File: config.mk
export PLATFORM = sky130hd
export DESIGN_NAME = instruction_fetch_unit
export DESIGN_NICKNAME = d
export VERILOG_FILES = /design/src/rtl/instruction_fetch_unit.sv
export SDC_FILE = /design/constraint.sdc
export NUM_CORES = 1
export LEC_CHECK = 0
export ABC_AREA = 1
export ABC_CLOCK_PERIOD_IN_PS = 3800
export CAP_MARGIN = 20
export CORE_MARGIN = 2
export CORE_UTILIZATION = 55
export CTS_CLUSTER_SIZE = 8
export DETAILED_ROUTE_END_ITERATION = 16
export DONT_BUFFER_PORTS = 1
export MAX_ROUTING_LAYER = met4
export PLACE_DENSITY = 0.67
export SLEW_MARGIN = 0
export SYNTH_ARGS = -nofsm -noshare
export SYNTH_HDL_FRONTEND = slang
export SYNTH_SLANG_ARGS = --single-unit
File: constraint.sdc
create_clock -name clk -period 3.8 [get_ports clk]
set_clock_uncertainty 0.2 [all_clocks]
set_input_delay 0.19 -clock clk [delete_from_list [all_inputs] [get_ports clk]]
set_output_delay 0.19 -clock clk [all_outputs]
set_load 0.005 [all_outputs]
File: src/rtl/instruction_fetch_unit.sv
// Instruction fetch unit: owns the program counter, drives the fetch address
// to a combinational-read instruction memory and captures the returned word
// into the IF/ID pipeline register. Handles hazard stalls, EX-stage redirects
// (with IF/ID flush) and detects when fetch has run past the end of memory.
//
//   state | meaning
//   ------+------------------------------------------------------------
//   RUN   | pc is inside the memory image; every unstalled edge fetches
//   DONE  | pc has run past the image; IF/ID drains to bubbles, pc holds
//
// A redirect always wins and is honoured from either state; it chooses
// RUN or DONE from whether the aligned target still fits in memory.
module instruction_fetch_unit #(
    parameter logic [63:0] RESET_PC  = 64'h0,
    parameter int unsigned MEM_BYTES = 88,
    parameter logic [31:0] NOP_INSN  = 32'h00000013
) (
    input  logic        clk,
    input  logic        rst_n,
    input  logic        stall_i,
    input  logic        redirect_i,
    input  logic [63:0] redirect_pc_i,
    output logic [63:0] inst_address,
    input  logic [63:0] instruction,
    output logic [63:0] if_id_pc,
    output logic [31:0] if_id_instruction,
    output logic        if_id_valid,
    output logic        fetch_done,
    output logic [31:0] fetch_count
);

    typedef enum logic {
        ST_RUN  = 1'b0,
        ST_DONE = 1'b1
    } state_t;

    localparam logic [63:0] MEM_BYTES_64 = 64'(MEM_BYTES);
    localparam logic [31:0] COUNT_MAX    = 32'hFFFF_FFFF;

    // pc + 4 <= MEM_BYTES, evaluated as pc <= MEM_BYTES - 4 so that a pc
    // near 2^64 cannot wrap into range.
    function automatic logic fetch_fits(input logic [63:0] addr);
        return (MEM_BYTES_64 >= 64'd4) && (addr <= (MEM_BYTES_64 - 64'd4));
    endfunction

    state_t      state_q,       state_d;
    logic [63:0] pc_q,          pc_d;
    logic [63:0] if_id_pc_q,    if_id_pc_d;
    logic [31:0] if_id_insn_q,  if_id_insn_d;
    logic        if_id_valid_q, if_id_valid_d;
    logic [31:0] fetch_count_q, fetch_count_d;

    logic [63:0] pc_inc;
    logic [63:0] redirect_target;
    logic        pc_fits;

    // Upper instruction half and redirect byte offset are deliberately dropped.
    logic unused_bits;
    assign unused_bits = ^{instruction[63:32], redirect_pc_i[1:0]};

    assign pc_inc          = pc_q + 64'd4;
    assign redirect_target = {redirect_pc_i[63:2], 2'b00};
    assign pc_fits         = fetch_fits(pc_q);

    // Next-state and next-register computation: redirect > stall > advance.
    always_comb begin
        state_d       = state_q;
        pc_d          = pc_q;
        if_id_pc_d    = if_id_pc_q;
        if_id_insn_d  = if_id_insn_q;
        if_id_valid_d = if_id_valid_q;
        fetch_count_d = fetch_count_q;

        if (redirect_i) begin
            pc_d          = redirect_target;
            if_id_insn_d  = NOP_INSN;
            if_id_valid_d = 1'b0;
            state_d       = fetch_fits(redirect_target) ? ST_RUN : ST_DONE;
        end else if (stall_i) begin
            // everything holds, including state
        end else if ((state_q == ST_RUN) && pc_fits) begin
            if_id_insn_d  = instruction[31:0];
            if_id_pc_d    = pc_q;
            if_id_valid_d = 1'b1;
            pc_d          = pc_inc;
            fetch_count_d = (fetch_count_q == COUNT_MAX) ? fetch_count_q
                                                         : fetch_count_q + 32'd1;
            // pc_q fits, so pc_inc cannot have wrapped here.
            state_d       = fetch_fits(pc_inc) ? ST_RUN : ST_DONE;
        end else begin
            // DONE, or RUN with an out-of-range pc: drain IF/ID to bubbles.
            state_d       = ST_DONE;
            if_id_insn_d  = NOP_INSN;
            if_id_valid_d = 1'b0;
        end
    end

    // State, PC, IF/ID and counter registers with asynchronous reset.
    always_ff @(posedge clk or negedge rst_n) begin
        if (!rst_n) begin
            state_q       <= ST_RUN;
            pc_q          <= RESET_PC;
            if_id_pc_q    <= 64'h0;
            if_id_insn_q  <= NOP_INSN;
            if_id_valid_q <= 1'b0;
            fetch_count_q <= 32'h0;
        end else begin
            state_q       <= state_d;
            pc_q          <= pc_d;
            if_id_pc_q    <= if_id_pc_d;
            if_id_insn_q  <= if_id_insn_d;
            if_id_valid_q <= if_id_valid_d;
            fetch_count_q <= fetch_count_d;
        end
    end

    assign inst_address      = pc_q;
    assign if_id_pc          = if_id_pc_q;
    assign if_id_instruction = if_id_insn_q;
    assign if_id_valid       = if_id_valid_q;
    assign fetch_done        = (state_q == ST_DONE);
    assign fetch_count       = fetch_count_q;

endmodule
==> impl_metrics.csv, run 1 <==
group,metric,value,unit
run_status,outcome,"finished with violations",
run_status,violations,"hold timing",
global_routing,grt_max_degree,191,
clock_network,htreeDepth,4,
routing,drtIter0Drc,728,
placement,port-buffer-count,0,
pwr,cellInternalPower,3.178,mW
synth,synth_top_area_share,53.51,%
routing,routed_wl,24840,um
setup_path,cp.required,3980,ps
floorplanning,io_pins,326,
synth,synth_top_area_cell,"dfrtp_1",
setup_path,path_common_cell,"nand2_1",
setup_path,cp-end-kind,"flip-flop",
synth,synthArstFlopShare,100.0,%
worst_hold_path,min_path_type,"primary input to async pin",
floorplanning,start_util,55.65,%
timing,finalHoldViolCount,190,
pwr,clkPwrFrac,41.6,%
setup_path,r2r-start,"inst_address[2]",
routing,avgViaCountPerCell,5.179,
setup_path,crit_type,"flip-flop to flip-flop",
cells_and_area,final_nets,1403,
cells_and_area,fin_area,11300,um2
clock_network,ctsResizeCount,0,
setup_path,slowest_delay,540,ps
routing,wl_per_cell,16.60,um
timing,rsz0062_at_grt,"false",
global_routing,grt-ovfl-total,0,
timing,worst_hold_slack,-755.7,ps
pwr,p_per_area,384.9,nW/um2
synth,synth_seq_cells,190,
synth,syn-cell-area,8745,um2
cells_and_area,fillerInstances,1125,
clock_network,hold_buffers,186,
placement,dp_hpwl,14700,um
synth,synth_edf_count,0,
setup_path,slowest_stage,"dlygate4sd3_1",
pwr,leakage,5.631,nW
setup_path,cp_max_fo,52,
setup_path,worstReg2RegEnd,"if_id_instruction[2]",
synth,yosysMostFrequentCell,"nand2_1",
placement,gp_congestion,0.8949,
synth,synth.avg_cell_area,8.015,um2
timing,drv_slew,0,
routing,num_vias,7748,
global_routing,track_usage,30.28,%
clock_network,clk_latency,440,ps
clock_network,cts_buffers,17,
global_routing,antenna_found_initial,1,
timing,worst_pin_slew,645.0,ps
synth,synthCells,1091,
floorplanning,num_rows,46,
timing,fin_crit_sh,90.11,%
pwr,p_sw_share,26.95,%
synth,ys_seq_area_share,54.41,%
routing,post-route-drc-count,0,
timing,fmaxAchievable,292.1,MHz
floorplanning,fp.dieH,130.1,um
timing,period_needed,3424,ps
timing,relSlewSlack,56.71,%
placement,post_dp_cell_area,8831,um2
global_routing,grt_pass1_wl,38200,um
setup_path,worstPathBufferInverterCount,5,
setup_path,r2r_slack,380,ps
timing,finalSetupViolations,0,
setup_path,crit_family,"buffers and inverters",
global_routing,grt_pass1_vias,7463,
setup_path,path_cells,"inv_1, ha_1, inv_1, nand4_1, nand2_1, nand2_2, nand3_4, nor2_4, nand2_2, inv_2, buf_12, nand2_1, nand2_1, dlygate4sd3_1",
floorplanning,dieArea,16920,um2
pwr,p_comb_share,8.3,%
clock_network,clockBufferDepth,2,
clock_network,post-cts-setup-buffers,0,
cells_and_area,syn_to_final_growth,29.26,%
synth,synthTopCellsByArea,"dfrtp_1 54%, nand2_1 19%, nor2_1 6.1%",
pwr,seqPwrFrac,50.2,%
clock_network,cts_tree,"done",
floorplanning,die_x,130.1,um
clock_network,clock-sinks,190,
placement,post-place-ws,888.7,ps
setup_path,arrival,3600,ps
synth,ys_types,36,
setup_path,cp-start-kind,"flip-flop",
cells_and_area,drive_above_1_share,6.177,%
pwr,netSwitchingPower,1.173,mW
timing,timing.final.ws_setup,375.9,ps
floorplanning,core-area,15710,um2
synth,yosys_warnings,0,
timing,finalSetupTns,0,ps
clock_network,clk_pin_slew_worst_paths,80,ps
job,maxCapViolCount,0,
clock_network,clockRootBuffer,"clkbuf_16",
setup_path,worstRegToRegCells,14,
pwr,ir_worst_vdd,0.3013,mV
synth,ys.flop_type,"dfrtp_1",
synth,synth_common_cells,"453 x nand2_1, 187 x dfrtp_1, 141 x nor2_1, 101 x inv_1, 43 x nand3_1",
routing,postRouteAntennaNets,0,
routing,dr.pass1.iters,6,
==> metrics by stage <==
step                cells  total power [mW]  utilization (%)
finish               1496             4.351            71.94
global route         1496             4.511            71.94
CTS                  1495             4.342            71.92
detailed placement   1277             2.399            56.20
global placement     1277             2.392            56.20
floorplan            1094             2.344                -
==> sequential cells by signal (all words and copies together) (netlist names) <==
name               flops
if_id_instruction     32
fetch_count           32
fetch_done             1
inst_address          62
if_id_valid            1
if_id_pc              62
==> power by group through the flow <==
stage	logic [mW]	registers, mW	clock network, mW
floorplan	0.159	2.18	0
global placement	0.175	2.22	0
detailed placement	0.180	2.22	0
CTS	0.338	2.18	1.82
global route	0.397	2.19	1.92
finish	0.360	2.18	1.81
==> worst max path at each step <==
stage                                from              endpoint  slack [ps]  cells past startpoint
after floorplan           inst_address[2]       fetch_count[19]        1840                     13
after global placement    inst_address[2]  if_id_instruction[2]        1020                     13
after detailed placement  inst_address[2]  if_id_instruction[2]         890                     13
after CTS                 inst_address[2]  if_id_instruction[2]         350                     14
after global routing      inst_address[2]  if_id_instruction[2]         150                     14
final                     inst_address[2]  if_id_instruction[2]         380                     14
==> placed cells by master (no fill, tap or decap), types with 2 or more instances in the layout <==
| cell | n |
|---|---|
| dfstp_2 | 3 |
| buf_12 | 2 |
| inv_1 | 101 |
| conb_1 | 4 |
| nor3_2 | 2 |
| o21ai_0 | 14 |
| nand3b_1 | 7 |
| dlygate4sd3_1 | 186 |
| ha_1 | 5 |
| xnor2_1 | 9 |
| nor2_1 | 140 |
| nor3_1 | 14 |
| clkinv_8 | 4 |
| nor2_4 | 3 |
| inv_12 | 2 |
| a21oi_1 | 2 |
| inv_2 | 2 |
| nor2_2 | 15 |
| nand2_2 | 2 |
| clkbuf_16 | 17 |
| inv_8 | 5 |
| nand2_1 | 453 |
| dfrtp_1 | 187 |
| clkinvlp_4 | 2 |
| or2_2 | 8 |
| o21ai_2 | 3 |
| nand4_1 | 8 |
| buf_4 | 3 |
| xor2_1 | 17 |
| nor4_1 | 7 |
| nand3_1 | 43 |
==> cell type report <==
| class | count | area [um2] | area share, % |
|---|---|---|---|
| Timing Repair Buffer | 191 | 1924 | 17.02 |
| Sequential cell | 190 | 4758 | 42.10 |
| Multi-Input combinational cell | 763 | 3353 | 29.67 |
| Clock inverter | 15 | 182.7 | 1.616 |
| Tap cell | 216 | 270.3 | 2.391 |
| Antenna cell | 1 | 2.502 | 0.02214 |
| Clock buffer | 17 | 425.4 | 3.764 |
| Inverter | 103 | 386.6 | 3.420 |
==> layer usage <==
metal	up-vias	wire length, um	global-route usage [%]
met2	361	11940	47.74
met1	3658	9778	36.54
met3	77	2265	9.061
met4	0	856	12.59
met5	-	0	-
li1	3652	-	-
==> cell families after synthesis <==
group / count (synthesis) / synth area share, %
simple gates: 706 / 33.24
buf+inv: 141 / 7.397
fa+ha+maj: 5 / 0.7154
flops: 190 / 54.41
xor+xnor: 26 / 2.604
mux: 1 / 0.1288
other cells: 1 / 0.04288
compound gates: 21 / 1.460
Power figures use the tool's default switching activity.
==> run 2, diff against run 1 <==
RECOVER_POWER = 100   (was not set)
==> run 2 against run 1 <==
Against the previous run: the run still ends with hold timing left; via count down 0.54%; global-route usage stayed put; final cell count unchanged; wire length about the same; first-iteration DRC count decreased by 1.5%; critical path type unchanged; largest power group unchanged.
==> impl_metrics.csv, run 2 (same netlist as run 1, synthesis figures left out) <==
group,metric,value,unit
run_status,outcome,"finished with violations",
run_status,violations,"hold timing",
clock_network,cts_buffers,17,
timing,finalHoldViolCount,190,
setup_path,slowest_stage,"nor2_2",
setup_path,cp-start-kind,"flip-flop",
timing,fin_crit_sh,91.76,%
setup_path,path_common_cell,"nand2_1",
setup_path,r2r-start,"inst_address[2]",
cells_and_area,final_nets,1403,
setup_path,cp_max_fo,23,
global_routing,met3_usage,9.061,%
cells_and_area,syn_to_final_growth,28.62,%
timing,relSlewSlack,25.26,%
routing,post-route-drc-count,0,
placement,post-place-ws,888.7,ps
global_routing,grt_pass1_wl,38200,um
routing,num_vias,7706,
pwr,p_per_area,386.6,nW/um2
timing,finalSetupViolations,0,
global_routing,globalRoute.busiestLayer,"met2",
floorplanning,dieArea,16920,um2
global_routing,grt_pass1_vias,7463,
clock_network,hold_buffers,186,
clock_network,clockRootBuffer,"clkbuf_16",
timing,drv_slew,0,
cells_and_area,fillerInstances,1142,
job,maxCapViolCount,0,
setup_path,crit_type,"flip-flop to flip-flop",
setup_path,r2r_slack,310,ps
worst_hold_path,min_path_type,"primary input to async pin",
placement,dp.cells,1277,
clock_network,htreeDepth,4,
floorplanning,die_x,130.1,um
setup_path,arrival,3660,ps
placement,dp_hpwl,14700,um
setup_path,cp.required,3980,ps
floorplanning,num_rows,46,
clock_network,cts_tree,"done",
clock_network,clock-sinks,190,
pwr,ir_worst_vdd,0.2994,mV
timing,period_needed,3487,ps
global_routing,gr-usage-met1,36.54,%
floorplanning,start_util,55.65,%
timing,worst_pin_slew,1118,ps
setup_path,worstPathBufferInverterCount,3,
routing,drtIter0Drc,717,
placement,port-buffer-count,0,
timing,finalSetupTns,0,ps
global_routing,grtUsageMet2,47.74,%
clock_network,post-cts-setup-buffers,0,
timing,timing.final.ws_setup,313.0,ps
cells_and_area,mostFrequentLayoutCell,"nand2_1",
setup_path,worstRegToRegCells,12,
clock_network,clockBufferDepth,2,
timing,fmaxAchievable,286.8,MHz
clock_network,ctsResizeCount,0,
timing,worst_hold_slack,-754.0,ps
global_routing,grt_max_degree,191,
cells_and_area,finalNonFillerCells,1496,
floorplanning,io_pins,326,
cells_and_area,final_cell_mix,"455 x nand2_1, 187 x dfrtp_1, 186 x dlygate4sd3_1",
pwr,power,4.348,mW
clock_network,clk_latency,440,ps
pwr,leakage,5.604,nW
placement,gp_congestion,0.8949,
floorplanning,core-area,15710,um2
routing,dr.pass1.iters,5,
clock_network,clk_pin_slew_worst_paths,80,ps
setup_path,worstReg2RegEnd,"inst_address[12]",
floorplanning,fp.dieH,130.1,um
setup_path,path_cells,"inv_1, ha_1, inv_1, nand4_1, nand2_1, nand2_1, nand3_4, nor2_1, nor2_2, nand2_1, nand2_1, dlygate4sd3_1",
timing,rsz0062_at_grt,"false",
routing,wl_per_cell,16.62,um
setup_path,crit_family,"simple AND/OR/NAND/NOR gates",
setup_path,slowest_delay,820,ps
global_routing,grt-ovfl-total,0,
routing,postRouteAntennaNets,0,
cells_and_area,drive_above_1_share,4.769,%
routing,avgViaCountPerCell,5.151,
setup_path,cp-end-kind,"flip-flop",
routing,routed_wl,24860,um
global_routing,antenna_found_initial,1,
global_routing,track_usage,30.28,%
## run 2: cell counts in the layout (fill, tap and decap cells not counted)
Identical to the previous run, type by type.
## run 2: cell type report
class                   count  area [um2]  area share, %
flip-flops and latches    190        4758          42.31
multi-input cells         763        3297          29.31
repair buffers            191        1924          17.11
clock buffers              17       425.4          3.782
inverters                 103       386.6          3.438
well taps                 216       270.3          2.403
clock inverters            15       182.7          1.624
diodes                      1       2.502        0.02225
## run 2: routing by layer
layer / vias to the layer above / wire length (um)
li1: 3650 / -
met1: 3644 / 9785
met3: 61 / 2267
met2: 351 / 12040
met4: 0 / 771
met5: - / 0
## run 2: stage by stage
stage / util, % / hold WS [ps] / cell area [um2]
6_report: 71.58 / -754.0 / 11250
5_1_grt: 71.58 / -775.3 / 11250
4_1_cts: 71.92 / -767.4 / 11300
3_5_place_dp: 56.20 / -300.5 / 8831
3_3_place_gp: 56.20 / -301.7 / 8831
2_1_floorplan: - / -305.6 / 8756
## run 2: power breakdown
group	switching, mW	internal, mW	leakage [nW]	total, mW
sequential	0.0991	2.08	2.22	2.18
combinational	0.164	0.193	3.09	0.358
clock	0.907	0.900	0.291	1.81
## run 2: worst max path at each step
stage	startpoint	to	slack, ps	cells past startpoint
3_3_place_gp	inst_address[2]	if_id_instruction[2]	1020	13
6_report	inst_address[2]	inst_address[12]	310	12
2_1_floorplan	inst_address[2]	fetch_count[19]	1840	13
3_5_place_dp	inst_address[2]	if_id_instruction[2]	890	13
4_1_cts	inst_address[2]	if_id_instruction[2]	350	14
5_1_grt	inst_address[2]	fetch_count[15]	100	11
